<file path="src/rtl/muldiv_iter.sv">
`default_nettype none
// ============================================================================
// Module      : muldiv_iter
// Description : Iterative RV32M multiply/divide unit. One radix-2 step per
//               cycle on operand magnitudes, followed by a single sign-fix
//               cycle. Valid/ready handshake on both the request and the
//               result side, with a pass-through destination tag and a
//               synchronous flush that aborts the operation in flight.
// Ports       : clk, reset        - rising-edge clock, async active-high reset
//               flush_i           - abort the current operation
//               in_valid_i/in_ready_o, op_i, a_i, b_i, tag_in_i - request
//               out_valid_o/out_ready_i, result_o, tag_out_o,
//               div_zero_o        - response
// Revision    : 1.0 - initial release
// ============================================================================
module muldiv_iter #(
    parameter int WIDTH = 32,
    parameter int TAGW  = 5
) (
    input  logic             clk,
    input  logic             reset,
    input  logic             flush_i,
    input  logic             in_valid_i,
    output logic             in_ready_o,
    input  logic [2:0]       op_i,
    input  logic [WIDTH-1:0] a_i,
    input  logic [WIDTH-1:0] b_i,
    input  logic [TAGW-1:0]  tag_in_i,
    output logic             out_valid_o,
    input  logic             out_ready_i,
    output logic [WIDTH-1:0] result_o,
    output logic [TAGW-1:0]  tag_out_o,
    output logic             div_zero_o
);

    localparam int CW = $clog2(WIDTH + 1);

    localparam logic [2:0] OP_MUL    = 3'b000;
    localparam logic [2:0] OP_MULH   = 3'b001;
    localparam logic [2:0] OP_MULHSU = 3'b010;
    localparam logic [2:0] OP_MULHU  = 3'b011;
    localparam logic [2:0] OP_DIV    = 3'b100;
    localparam logic [2:0] OP_DIVU   = 3'b101;
    localparam logic [2:0] OP_REM    = 3'b110;
    localparam logic [2:0] OP_REMU   = 3'b111;

    typedef enum logic [1:0] {
        S_IDLE = 2'd0,
        S_CALC = 2'd1,
        S_FIX  = 2'd2,
        S_DONE = 2'd3
    } state_t;

    state_t             state_q, state_d;
    logic [2:0]         op_q, op_d;
    logic [WIDTH-1:0]   opa_q, opa_d;       // |a|; shifts left during divide
    logic [WIDTH-1:0]   opb_q, opb_d;       // |b|; shifts left during multiply
    logic               neg_q_q, neg_q_d;   // product / quotient must be negated
    logic               neg_r_q, neg_r_d;   // remainder must be negated
    logic [2*WIDTH-1:0] acc_q, acc_d;
    logic [CW-1:0]      cnt_q, cnt_d;
    logic [WIDTH-1:0]   result_q, result_d;
    logic [TAGW-1:0]    tag_out_q, tag_out_d;
    logic               div_zero_q, div_zero_d;

    // ------------------------------------------------------------------
    // Accept-time decode: signedness, magnitudes and special cases
    // ------------------------------------------------------------------
    logic             w_a_signed, w_b_signed, w_sa, w_sb;
    logic [WIDTH-1:0] w_a_abs, w_b_abs;
    logic             w_div_zero, w_ovf, w_special;
    logic [WIDTH-1:0] w_special_res;

    assign w_a_signed = (op_i == OP_MULH) || (op_i == OP_MULHSU) ||
                        (op_i == OP_DIV)  || (op_i == OP_REM);
    assign w_b_signed = (op_i == OP_MULH) || (op_i == OP_DIV) || (op_i == OP_REM);
    assign w_sa       = w_a_signed & a_i[WIDTH-1];
    assign w_sb       = w_b_signed & b_i[WIDTH-1];
    // Negating the most-negative value yields the same bit pattern, which
    // read as unsigned is exactly its magnitude.
    assign w_a_abs    = w_sa ? -a_i : a_i;
    assign w_b_abs    = w_sb ? -b_i : b_i;

    assign w_div_zero = op_i[2] && (b_i == '0);
    assign w_ovf      = op_i[2] && !op_i[0] &&
                        (a_i == {1'b1, {(WIDTH-1){1'b0}}}) && (b_i == '1);
    assign w_special  = w_div_zero || w_ovf;

    // op_i[1] selects remainder within the divide group
    always_comb begin
        w_special_res = '0;
        if (w_div_zero) begin
            w_special_res = op_i[1] ? a_i : '1;
        end else begin
            w_special_res = op_i[1] ? '0 : a_i;
        end
    end

    // ------------------------------------------------------------------
    // Iteration datapath
    // ------------------------------------------------------------------
    // Multiply scans the multiplier MSB first, so the accumulator doubles
    // each step before the conditional add.
    logic [2*WIDTH-1:0] w_mul_acc;
    assign w_mul_acc = {acc_q[2*WIDTH-2:0], 1'b0} +
                       (opb_q[WIDTH-1] ? {{WIDTH{1'b0}}, opa_q} : {(2*WIDTH){1'b0}});

    // Restoring divide: high half is the partial remainder, low half
    // collects quotient bits. The shifted remainder is below 2*|b|, so
    // the trial difference's top bit is a clean borrow flag.
    logic [WIDTH:0]     w_rem_sh, w_trial;
    logic               w_qbit;
    logic [2*WIDTH-1:0] w_div_acc;
    assign w_rem_sh  = {acc_q[2*WIDTH-1:WIDTH], opa_q[WIDTH-1]};
    assign w_trial   = w_rem_sh - {1'b0, opb_q};
    assign w_qbit    = ~w_trial[WIDTH];
    assign w_div_acc = {(w_qbit ? w_trial[WIDTH-1:0] : w_rem_sh[WIDTH-1:0]),
                        acc_q[WIDTH-2:0], w_qbit};

    // Sign correction and result selection
    logic [2*WIDTH-1:0] w_prod;
    logic [WIDTH-1:0]   w_quo, w_rem, w_fix_res;
    assign w_prod = neg_q_q ? -acc_q : acc_q;
    assign w_quo  = neg_q_q ? -acc_q[WIDTH-1:0] : acc_q[WIDTH-1:0];
    assign w_rem  = neg_r_q ? -acc_q[2*WIDTH-1:WIDTH] : acc_q[2*WIDTH-1:WIDTH];

    always_comb begin
        w_fix_res = '0;
        case (op_q)
            OP_MUL:                       w_fix_res = w_prod[WIDTH-1:0];
            OP_MULH, OP_MULHSU, OP_MULHU: w_fix_res = w_prod[2*WIDTH-1:WIDTH];
            OP_DIV, OP_DIVU:              w_fix_res = w_quo;
            OP_REM, OP_REMU:              w_fix_res = w_rem;
            default:                      w_fix_res = '0;
        endcase
    end

    // ------------------------------------------------------------------
    // Next-state logic
    // ------------------------------------------------------------------
    always_comb begin
        state_d    = state_q;
        op_d       = op_q;
        opa_d      = opa_q;
        opb_d      = opb_q;
        neg_q_d    = neg_q_q;
        neg_r_d    = neg_r_q;
        acc_d      = acc_q;
        cnt_d      = cnt_q;
        result_d   = result_q;
        tag_out_d  = tag_out_q;
        div_zero_d = div_zero_q;

        case (state_q)
            S_IDLE: begin
                // A flush in the accept cycle wins: nothing is latched.
                if (in_valid_i && !flush_i) begin
                    op_d      = op_i;
                    tag_out_d = tag_in_i;
                    opa_d     = w_a_abs;
                    opb_d     = w_b_abs;
                    neg_q_d   = w_sa ^ w_sb;
                    neg_r_d   = w_sa;
                    acc_d     = '0;
                    cnt_d     = CW'(WIDTH);
                    if (w_special) begin
                        result_d   = w_special_res;
                        div_zero_d = w_div_zero;
                        state_d    = S_DONE;
                    end else begin
                        div_zero_d = 1'b0;
                        state_d    = S_CALC;
                    end
                end
            end
            S_CALC: begin
                if (op_q[2]) begin
                    acc_d = w_div_acc;
                    opa_d = opa_q << 1;
                end else begin
                    acc_d = w_mul_acc;
                    opb_d = opb_q << 1;
                end
                cnt_d = cnt_q - CW'(1);
                if (cnt_q == CW'(1)) begin
                    state_d = S_FIX;
                end
            end
            S_FIX: begin
                result_d = w_fix_res;
                state_d  = S_DONE;
            end
            S_DONE: begin
                if (out_ready_i) begin
                    state_d = S_IDLE;
                end
            end
            default: state_d = S_IDLE;
        endcase

        if (flush_i) begin
            state_d = S_IDLE;
        end
    end

    always_ff @(posedge clk or posedge reset) begin
        if (reset) begin
            state_q    <= S_IDLE;
            op_q       <= '0;
            opa_q      <= '0;
            opb_q      <= '0;
            neg_q_q    <= 1'b0;
            neg_r_q    <= 1'b0;
            acc_q      <= '0;
            cnt_q      <= '0;
            result_q   <= '0;
            tag_out_q  <= '0;
            div_zero_q <= 1'b0;
        end else begin
            state_q    <= state_d;
            op_q       <= op_d;
            opa_q      <= opa_d;
            opb_q      <= opb_d;
            neg_q_q    <= neg_q_d;
            neg_r_q    <= neg_r_d;
            acc_q      <= acc_d;
            cnt_q      <= cnt_d;
            result_q   <= result_d;
            tag_out_q  <= tag_out_d;
            div_zero_q <= div_zero_d;
        end
    end

    assign in_ready_o  = (state_q == S_IDLE);
    assign out_valid_o = (state_q == S_DONE);
    assign result_o    = result_q;
    assign tag_out_o   = tag_out_q;
    assign div_zero_o  = div_zero_q;

endmodule
`default_nettype wire

</file>
<file path="config.mk">
export PLATFORM = sky130hd
export DESIGN_NAME = muldiv_iter
export DESIGN_NICKNAME = d
export VERILOG_FILES = /design/src/rtl/muldiv_iter.sv
export SDC_FILE = /design/constraint.sdc
export NUM_CORES = 1
export LEC_CHECK = 0
export ABC_AREA = 1
export CAP_MARGIN = 10
export CORE_MARGIN = 4
export CORE_UTILIZATION = 49
export CTS_BUF_LIST = sky130_fd_sc_hd__clkbuf_2 sky130_fd_sc_hd__clkbuf_4 sky130_fd_sc_hd__clkbuf_8
export DETAILED_ROUTE_END_ITERATION = 8
export GPL_TIMING_DRIVEN = 0
export MAX_ROUTING_LAYER = met4
export PLACE_DENSITY = 0.67
export SLEW_MARGIN = 20
export SYNTH_ARGS = -nofsm -noshare
export SYNTH_HDL_FRONTEND = slang
export SYNTH_SLANG_ARGS = --single-unit
</file>
<file path="constraint.sdc">
create_clock -name clk -period 14.8 [get_ports clk]
set_clock_uncertainty 0.1 [all_clocks]
set_input_delay 2.96 -clock clk [delete_from_list [all_inputs] [get_ports clk]]
set_output_delay 2.96 -clock clk [all_outputs]
set_load 0.05 [all_outputs]
</file>
==> metrics.md <==
| Metric | Value |
|---|---|
| Startpoint class of the critical path | register |
| Post-synth EDFFs | 0 |
| Mapped Cells | 3859 |
| Core ar. | 43000 um^2 |
| Synth Net Count | 4013 |
| Hold_buf cts | 0 |
| CP required | 11.74 ns |
| Clock sinks | 179 |
| Top_reg_cell synth | dfrtp_1 |
| GP Congestion | 1.07 |
| Input/output buffers | 115 |
| Sequential-to-total area share from yosys stat | 0.211 |
| Grt ovf | 0 |
| Fillers | 4791 |
| Commonest non-fill, non-tap cell in the layout | nand2_1 |
| Switching pwr | 3.44 mW |
| Total Routing Usage GR | 0.410 |
| CTS resizes | 0 |
| Pins over their slew limit | 0 |
| Die X | 216 um |
| Synth area leader | nand2_1 |
| Post-synth top area share | 0.248 |
| Clock Path Buffers | 2 |
| FMAX | 182 MHz |
| Post-detailed-route count of antenna-violating nets | 0 |
| Pleak | 12.6 nW |
| Root buffer cell | clkbuf_8 |
| Rows | 76 |
| Worst Max-Slew Pin Slew | 0.940 ns |
| Crit Path Class | reg -> out |
| First-pass GRT wire length | 141000 um |
| Clk network pwr share | 0.067 |
| Dpl hpwl | 78000 um |
| P_int | 1.99 mW |
| Hold WS | 0.388 ns |
| PD cells | 230 nW/um^2 |
| Clk_lat worst skew | 0.60 ns |
| Unrepaired setup endpoints after global routing | false |
| Die height | 216 um |
| CTS Buf Count | 17 |
| Sw Ratio | 0.634 |
| Crit-path max cell delay | 0.91 ns |
| FF+latch count, synth | 179 |
| Routed len/inst | 20.9 um |
| Sequential share of power | 0.171 |
| Syn Area/Cell | 5.51 um^2 |
| Total number of vias | 26400 |
| I/O Pins | 117 |
| CP Cell Sequence | inv_1 > ha_1 > clkdlybuf4s50_1 |
| Vias per std cell | 5.75 |
| Initial core utilization | 0.495 |
| Maxcap violations | 0 |
| Status | completed |
| Final-report hold violation count | 0 |
| Largest cells by area after synthesis | nand2_1 25%, dfrtp_1 21%, nand3_1 9.7% |
| Final worst-path cycle share | 0.371 |
| Largest net degree at the start of global routing | 98 |
| CP max stage cell | clkdlybuf4s50_1 |
| Crit-path max FO | 7 |
| Arrival time worst endpoint | 2.43 ns |
| Largest delay share family, worst path | buffers and inverters |
| H-tree levels | 4 |
| Buf/Inv on CP | 2 |
| FF+latch area | 4480 um^2 |
| Clock transition at path regs | 0.12 ns |
| Cell variety after synth | 51 |
| Worst relative slew slack | 0.371 |
| Area growth, synth to finish | 11.1% |
| Initial antenna violation count | 0 |
| Vias in the first global route | 23200 |
| Share of layout cells above drive strength 1 | 0.0397 |
| Area of the multi-input gates | 14200 um^2 |
| Comb power frac | 0.762 |
| Final setup fails | 0 |
| Final nets | 4149 |
| Final Cell Area | 23600 um^2 |
| Post-synth ARST share | 1.00 |
| Mapped Area | 21300 um^2 |
| Worst min-delay path category | reg -> reg |
| Crit end category | output port |
| CTS tree | done |
| Setup TNS Final | 0 ns |
| Worst vdd ir | 0.182 mV |
| Tmin final | 5.49 ns |
| Residual DRC | 0 |
| DP Area | 23200 um^2 |
| Yosys warning total | 0 |
| DRT Pass-1 Iters | 9 |
| Post-CTS Setup Bufs | 0 |
| Routed wire length | 96200 um |
| DR iter-0 viols | 3625 |
| Most frequent cells in the layout | 1403 x nand2_1, 505 x inv_1, 414 x nand3_1 |
| Die area | 46800 um^2 |
## synthesized netlist by cell type (all sizes together), types with 10 or more instances
master and count:
nand2 1408, a21oi 200, inv 516, nand3b 17, xor2 52, buf 82
o21bai 10, nand4 39, or2 14, nand3 415, o211ai 11, nor3 55
a21boi 15, nor2 395, a22oi 30, clkbuf 70, o21ai 226, dfrtp 179
ha 75
## stage by stage
step	worst slack, ns	power, mW	util	cells
after floorplan	6.88	3.53	-	3859
after global placement	4.09	4.87	0.539	4559
after detailed placement	9.11	4.87	0.540	4561
after CTS	9.28	5.26	0.549	4593
after global routing	9.20	5.80	0.549	4593
final	9.31	5.43	0.550	4595
## kinds of logic (layout without fill, tap and decap cells)
| logic type | count (synthesis) | count (layout) | synth area share |
|---|---|---|---|
| AO/OA/AOI/OAI | 516 | 516 | 0.136 |
| XOR/XNOR | 59 | 59 | 0.0243 |
| adder cells (fa/ha/maj) | 80 | 80 | 0.0474 |
| buffers and inverters | 669 | 818 | 0.124 |
| flip-flops | 179 | 179 | 0.211 |
| other | 0 | 2 | 0 |
| AND/OR/NAND/NOR | 2356 | 2356 | 0.458 |
## path summary, 6_finish.rpt
path,start,end,slack (ns),depth (start not counted)
setup / recovery,state_q[1],in_ready_o,9.31,3
hold / removal,result_o[25],result_o[25],0.39,2
setup reg to reg,opb_q[31],acc_q[55],10.85,21
hold reg to reg,result_o[25],result_o[25],0.39,2
max in group asynchronous,reset,acc_q[19],10.96,4
min in group asynchronous,reset,tag_out_o[3],2.53,2
## sequential cells by signal, indices dropped and copies added, names as in the netlist
name	cells
neg_q_q	1
result_o	32
acc_q	64
div_zero_o	1
cnt_q	6
state_q	2
op_q	3
neg_r_q	1
opb_q	32
tag_out_o	5
opa_q	32
## per-layer routing
metal / up-vias / routed length (um) / global-route usage
li1: 12600 / - / -
met1: 12100 / 41500 / 0.582
met2: 1562 / 37800 / 0.555
met3: 237 / 12000 / 0.102
met4: 0 / 4820 / 0.170
met5: - / 0 / -
## power by group through the flow
stage	combinational [mW]	clock, mW	sequential (mW)
final	4.14	0.363	0.927
after global routing	4.47	0.383	0.946
after floorplan	2.53	0	0.996
after global placement	3.95	0	0.919
after CTS	3.97	0.370	0.914
after detailed placement	3.95	0	0.921
## worst register-to-register path: stages (launching register included)
cell and delay, ns:
dfrtp_1 0.34, clkbuf_1 0.38, clkbuf_1 0.44, nand2_1 0.10, inv_1 0.06, ha_1 0.22
fa_1 0.34, nand3_1 0.10, nand3_1 0.24, nand2_1 0.09, nand2_1 0.16, nand2_1 0.09
nand2_1 0.17, nand2_1 0.08, nand2_1 0.26, nand2_1 0.14, nand2_1 0.08, nand2_1 0.06
nand2_1 0.06, nand2_1 0.06, nand3_1 0.20, nand2_1 0.07
## layout make-up
| cell class | instances | share of cell area |
|---|---|---|
| buffer | 152 | 0.0291 |
| clock buffer | 19 | 0.0111 |
| inverter | 517 | 0.0828 |
| timing repair buffer | 117 | 0.0511 |
| clock inverter | 13 | 0.00588 |
| antenna | 2 | 0.000212 |
| sequential | 179 | 0.190 |
| tap | 585 | 0.0310 |
| multi-input combinational | 3011 | 0.599 |
Power figures use the tool's default switching activity.
